**src/rtl/wb_arbiter_2m.sv**
```systemverilog
// Two-master Wishbone classic arbiter: round-robin grant held for the whole CYC,
// responses routed to the owner only, and a bus-error timeout for silent slaves.
module wb_arbiter_2m #(
    parameter int AW      = 32,
    parameter int DW      = 32,
    parameter int TIMEOUT = 255
) (
    input  logic          CLK_I,
    input  logic          RST_NI,
    input  logic          m0_CYC_I,
    input  logic          m0_STB_I,
    input  logic          m0_WE_I,
    input  logic [AW-1:0] m0_ADR_I,
    input  logic [DW-1:0] m0_DAT_I,
    output logic          m0_ACK_O,
    output logic          m0_ERR_O,
    output logic [DW-1:0] m0_DAT_O,
    input  logic          m1_CYC_I,
    input  logic          m1_STB_I,
    input  logic          m1_WE_I,
    input  logic [AW-1:0] m1_ADR_I,
    input  logic [DW-1:0] m1_DAT_I,
    output logic          m1_ACK_O,
    output logic          m1_ERR_O,
    output logic [DW-1:0] m1_DAT_O,
    output logic          s_CYC_O,
    output logic          s_STB_O,
    output logic          s_WE_O,
    output logic [AW-1:0] s_ADR_O,
    output logic [DW-1:0] s_DAT_O,
    input  logic          s_ACK_I,
    input  logic          s_ERR_I,
    input  logic [DW-1:0] s_DAT_I,
    output logic [1:0]    gnt_o
);
    localparam int            CW   = $clog2(TIMEOUT);
    localparam logic [CW-1:0] TERM = CW'(TIMEOUT - 1);

    typedef enum logic [1:0] {IDLE = 2'd0, GNT0 = 2'd1, GNT1 = 2'd2} state_t;

    state_t        r_state, w_next;
    logic          r_last;   // 1: m1 was granted last
    logic [CW-1:0] r_cnt;
    logic          r_tmo;
    logic          w_stall, w_term;

    always_ff @(posedge CLK_I) begin
        if (!RST_NI) begin
            r_state <= IDLE;
            r_last  <= 1'b1;
        end else begin
            r_state <= w_next;
            if (r_state == IDLE && w_next == GNT0) r_last <= 1'b0;
            else if (r_state == IDLE && w_next == GNT1) r_last <= 1'b1;
        end
    end

    // Returning to IDLE forces one dead cycle before the next owner is picked.
    always_comb begin
        w_next = r_state;
        unique case (r_state)
            IDLE: begin
                if (m0_CYC_I && (!m1_CYC_I || r_last)) w_next = GNT0;
                else if (m1_CYC_I && (!m0_CYC_I || !r_last)) w_next = GNT1;
            end
            GNT0:    if (!m0_CYC_I) w_next = IDLE;
            GNT1:    if (!m1_CYC_I) w_next = IDLE;
            default: w_next = IDLE;
        endcase
    end

    always_comb begin
        gnt_o    = 2'b00;
        s_CYC_O  = 1'b0;
        s_STB_O  = 1'b0;
        s_WE_O   = 1'b0;
        s_ADR_O  = '0;
        s_DAT_O  = '0;
        m0_ACK_O = 1'b0;
        m0_ERR_O = 1'b0;
        m0_DAT_O = '0;
        m1_ACK_O = 1'b0;
        m1_ERR_O = 1'b0;
        m1_DAT_O = '0;
        unique case (r_state)
            GNT0: begin
                gnt_o    = 2'b01;
                s_CYC_O  = m0_CYC_I;
                s_STB_O  = m0_STB_I & ~r_tmo;
                s_WE_O   = m0_WE_I;
                s_ADR_O  = m0_ADR_I;
                s_DAT_O  = m0_DAT_I;
                m0_ACK_O = s_ACK_I & ~r_tmo;
                m0_ERR_O = s_ERR_I | r_tmo;
                m0_DAT_O = s_DAT_I;
            end
            GNT1: begin
                gnt_o    = 2'b10;
                s_CYC_O  = m1_CYC_I;
                s_STB_O  = m1_STB_I & ~r_tmo;
                s_WE_O   = m1_WE_I;
                s_ADR_O  = m1_ADR_I;
                s_DAT_O  = m1_DAT_I;
                m1_ACK_O = s_ACK_I & ~r_tmo;
                m1_ERR_O = s_ERR_I | r_tmo;
                m1_DAT_O = s_DAT_I;
            end
            default: ;
        endcase
    end

    // A response in the terminal cycle wins over the timeout.
    assign w_stall = s_STB_O & ~s_ACK_I & ~s_ERR_I;
    assign w_term  = w_stall && (r_cnt == TERM);

    always_ff @(posedge CLK_I) begin
        if (!RST_NI) begin
            r_cnt <= '0;
            r_tmo <= 1'b0;
        end else begin
            r_tmo <= w_term;
            if (w_term || !w_stall || w_next == IDLE) r_cnt <= '0;
            else r_cnt <= r_cnt + CW'(1);
        end
    end
endmodule

```
**config.mk**
```make
export PLATFORM = sky130hd
export DESIGN_NAME = wb_arbiter_2m
export DESIGN_NICKNAME = d
export VERILOG_FILES = /design/src/rtl/wb_arbiter_2m.sv
export SDC_FILE = /design/constraint.sdc
export NUM_CORES = 1
export LEC_CHECK = 0
export CAP_MARGIN = 25
export CORE_AREA = 4 4 116 118
export CTS_CLUSTER_DIAMETER = 150
export DETAILED_ROUTE_END_ITERATION = 16
export DIE_AREA = 0 0 120 122
export PLACE_DENSITY = 0.76
export SETUP_SLACK_MARGIN = 0.1
export SYNTH_ARGS = -nofsm -noshare
export SYNTH_HDL_FRONTEND = slang
export SYNTH_SLANG_ARGS = --single-unit
```
**constraint.sdc**
```tcl
create_clock -name CLK_I -period 2.1 [get_ports CLK_I]
set_clock_uncertainty 0.2 [all_clocks]
set_input_delay 0.42 -clock CLK_I [delete_from_list [all_inputs] [get_ports CLK_I]]
set_output_delay 0.42 -clock CLK_I [all_outputs]
set_load 0.05 [all_outputs]
```
## Word-level counts from Yosys, hierarchy flattened

Index checks and enable logic that the tools add are counted.

| word-level totals | value |
|---|---|
| register bits | 12 |
| input bits | 170 |
| output and inout bits | 137 |
| logic and storage cells | 56 |

| cells by class | value |
|---|---|
| $add $sub $neg | 1 |
| equal/unequal tests | 5 |
| mux-type cells | 19 |
| bitwise logic cells | 10 |
| reduce and logical (&&, ||, !) cells | 17 |

Operator list:

| cell | number |
|---|---|
| $pmux 32 s2 | 2 |
| $mux 32 | 2 |
| $add 8x1->8 const B | 1 |
| $eq 8x8->1 const B | 1 |
| $mux 2 | 4 |
| $mux 1 | 6 |
| $pmux 1 s2 | 3 |
| $pmux 2 s3 | 1 |
| $and 1x1->1 | 5 |
| $logic_and 1x1->1 | 5 |
| $eq 2x1->1 const B | 2 |
| $eq 2x2->1 const B | 2 |
| $logic_not 1->1 | 4 |
| $logic_not 2->1 | 2 |
| $logic_or 1x1->1 | 4 |
| $not 1->1 | 4 |
| $pmux 2 s2 | 1 |
| $reduce_bool 2->1 | 1 |
| $reduce_or 2->1 | 1 |
| $or 1x1->1 | 1 |

## Logic depth before layout (Yosys ltp)

Gate-level depths: netlist (run 1).

| depth | value |
|---|---|
| depth in word-level cells | 10 |
| gate-level depth with buffers | 7 |
| depth with buffers taken out | 6 |

## Worst setup path before layout (run 1)

No wires, ideal clock.

| timing | value |
|---|---|
| path type | register to output |
| from | reg r_state[0] |
| to | out s_STB_O |
| arrival time | 2.477 ns |
| data required time | 1.480 ns |
| path slack | -0.997 ns |
| stages on the path, launching flop included | 6 |
| path buffers | 1 |
| path through | dfxtp_1 > inv_1 > ha_1 > buf_4 > mux2i_1 > nor3b_1 |

| on the way | value |
|---|---|
| word-level cells in the longest chain between the ends | 2 |
| elaborated cells on any way between the ends | 3 |
| those cells by class | eq/ne: 2; mux: 1 |

RTL lines:

| item | line | text |
|---|---|---|
| from (decl) | 41 | `state_t r_state, w_next;` |
| from (signal assigned) | 52 | `r_state <= w_next;` |
| $eq 2x2->1 / $eq 2x1->1 (equally long branches) | 85 | `unique case (r_state)` |
| $pmux 1 s2 (*) | 85 |  |
| to (decl) | 27 | `output logic s_STB_O,` |

Every way passes the cells marked *; elsewhere a longest branch is shown, timed or not.

## Final worst setup path (run 1)

| timing | value |
|---|---|
| from | reg r_state[0] |
| to | out s_ADR_O[22] |

| on the way | value |
|---|---|
| word-level cells in the longest chain between the ends | 2 |
| elaborated cells on any way between the ends | 3 |
| those cells by class | eq/ne: 2; mux: 1 |

RTL lines:

| item | line | text |
|---|---|---|
| $eq 2x2->1 / $eq 2x1->1 (equally long branches) | 85 |  |
| $pmux 32 s2 (*) | 85 |  |
| to (decl) | 29 | `output logic [AW-1:0] s_ADR_O,` |

Marks and branches as above.

==> run metrics, run 1 <==
area grow syn2layout=308%; die outline height=122 um; Post-synth EDFFs=0; Hold Vio Cnt, Final=0; final cycle utilization of the critical path=109%; Starting Density=17.2%; status=finished, violations left; WL/cell=approximately 22 um; Clock Power Share=9.9%; Sink Count=12; Worst Setup Start Kind=register; maxcap violations=0; combinational fraction of design power=83.7%; Total Routing Usage GR=20.3%; FF-to-FF setup slack=-80 ps; maximum vdd drop=0.436 mV; crit path max-delay cell type=dfxtp_4; Endpoint, Worst Hold=r_cnt[0]; Power Dens Cells=~450 mW/mm^2; Antenna Violating Nets Remaining=0; Sw Pwr=between 1500 and 2000 uW; Data arrival, critical path=between 1500 and 2000 ps; total number of vias=3789; diode count=0; CTS tree=built; Core ar.=about 0.012 mm^2; # IOs=just over 300; clock-pin slew on the worst setup and hold paths=50 ps; worst path cell trace=buf_6 -> ha_4 -> buf_12 -> clkbuf_16 -> a22oi_2 -> nor2b_4 -> buf_12; most frequent cells in the layout=clkdlybuf4s50_1 (169), buf_12 (150), nor2b_4 (66); Yosys warnings=0; synthesized cell area=0.00214 mm^2; Final setup viols=between 100 and 150; Hold WS=roughly 270 ps; maximum clock rate=between 400 and 500 MHz; Hold Startpoint=r_cnt[0]; Clock Path Buffers=2; routability cong.=between 0.8 and 0.9; Layout Nets=815; slew margin rel.=66.4%; Synthesized Nets=478; Die W=around 120 um; layout filler cell count=about 800; cell count of the worst hold path=1; Avg Vias per Cell=around 4.7; Reg2Reg Depth=7; GR Overflow Total=0; Seq/Total Area, Yosys=11.2%; # port buffers=between 300 and 400; Root Driver=clkbuf_16; DP Worst Slack=-241 ps; Critical R2R Launch=r_state[0]; first-pass GRT wire length=23300 um; minimum clock period=~2300 ps; Top FF cell, synth=dfxtp_1; detailed placement HPWL=approximately 12000 um; Worst Path Required=1480 ps; #FFs+latches synth=12; Die ar.=approximately 0.015 mm^2; Worst Setup End Kind=primary output; Int Power=2340 uW; initial antenna violation count=0; Slew Limit Fails=0; worst hold path type=register to register; Leakage Power=0.00316 uW; Flop pwr share=roughly 6.4%; cell repeated most along the worst path=buf_12; Avg Synthesized Cell Area=approximately 7.1 um^2; DRC viols=0; Setup CP Type=register to primary output; reg2reg end=r_cnt[6]; Register Area=248 um^2; H-tree Lvls=1; worst-path fanout max=6; Cell Rows=a little over 40; Netlist cell types=36; Final WS setup=-180 ps; Iter 0 DRT Violations=189; Worst-Margin Slew=approximately 500 ps; unrepaired setup endpoints after global routing=yes; most common cell after layout, fill and taps aside=clkdlybuf4s50_1; cells after synthesis=approximately 300; vias in the first global route=between 3000 and 4000; worst skew pair latency=240 ps; multi-input logic area=approximately 0.0028 mm^2; DRT Wirelength=between 15000 and 20000 um; crit-path max cell delay=about 360 ps; Sw Share=about two fifths; Cells after DPL=between 700 and 800; setup_tns=-13800 ps; CTS Buf Count=3; Post-synth ARST share=0%; largest net degree at the start of global routing=41; total chip power=between 3000 and 4000 uW; failing checks=negative setup slack; fin cells=a little over 800; router iterations before antenna repair=4; layout cells sized above 1=between 60% and 70%
==> power by group through the flow <==
| stage | Combinational, uW | Clock (uW) | Sequential [uW] |
|---|---|---|---|
| floorplan | 1400 | 0 | 252 |
| global placement | 2560 | 0 | 252 |
| finish | 3260 | 387 | 250 |
| global route | 3380 | 404 | 251 |
| CTS | 3030 | 388 | 249 |
| detailed placement | 2610 | 0 | 253 |
==> worst max-delay path: cells and delay by family (launching register included) <==
kind	cells	cell delay [ps]
DFF	1	360
buffers and inverters	4	590
adders and majority gates	1	210
AOI/OAI and AO/OA	1	190
and+or+nand+nor	1	70
==> worst max path at each step <==
stage | from | depth (start not counted) | endpoint
2_1_floorplan | r_state[0] | 5 | s_STB_O
6_report | r_state[0] | 7 | s_ADR_O[22]
4_1_cts | r_state[0] | 5 | s_DAT_O[26]
5_1_grt | r_state[0] | 6 | s_STB_O
3_3_place_gp | m0_CYC_I | 5 | r_cnt[7]
3_5_place_dp | m0_CYC_I | 5 | r_cnt[5]
==> layer usage <==
layer  up-vias  wire length (um)  share of wire (%)  global-route usage, %
met5         -                 0                  0                      0
met4         0               333                1.9                   3.94
met3        35              1080                6.1                   4.09
li1       1730                 -                  -                      -
met2       186              9810                 56                   40.6
met1      1838              6360                 36                   22.0
==> state kept, by name, summed over array words and instances, names as in the netlist <==
| signal | flops |
|---|---|
| r_cnt | 8 |
| r_state | 2 |
| r_last | 1 |
| r_tmo | 1 |
==> cell type report <==
cell class	count	area share, %
Clock buffer	4	1.02
Sequential cell	12	2.84
Tap cell	172	2.47
Timing Repair Buffer	361	61.7
Inverter	4	0.287
Multi-Input combinational cell	257	31.7
==> kinds of logic after synthesis <==
group	after synthesis	synth area share [%]
XOR/XNOR	6	2.46
AO/OA/AOI/OAI	75	27.6
buffers and inverters	33	6.03
adder cells (fa/ha/maj)	6	3.51
flip-flops	12	11.2
AND/OR/NAND/NOR	168	48.0
multiplexers	2	1.17
==> stage by stage <==
| step | util, % | instance area (um^2) |
|---|---|---|
| 3_3_place_gp | 60.2 | 7510 |
| 2_1_floorplan | - | 2890 |
| 6_report | 70.0 | 8730 |
| 4_1_cts | 66.6 | 8300 |
| 5_1_grt | 70.0 | 8730 |
| 3_5_place_dp | 60.2 | 7510 |
==> synth_stat cells (3+ instances only) <==
cell type  number  share of area (%)
ha_1            6                3.5
buf_1           4               0.70
clkbuf_1       23                4.0
nor2b_1        67                 20
nand2_1         4               0.70
nor2_1         16                2.8
dfxtp_1        12                 11
inv_1           4               0.70
a22oi_1        66                 23
and2_1         65                 19
nand3_1         3               0.70
xnor2_1         4                1.6
==> timing repair <==
action,4_1_cts,5_1_grt
resized for setup,76,52
gates cloned,11,11
hold buffers,0,0
setup endpoints to repair,143,145
pin swaps,14,30
buffers inserted,12,10
Power figures use the tool's default switching activity.
==> run 2: changes to the inputs <==
Settings changed: SLEW_MARGIN from default to 20.
==> results of run 2 <==
Final layout, timing and power as in run 1 (identical DEF).
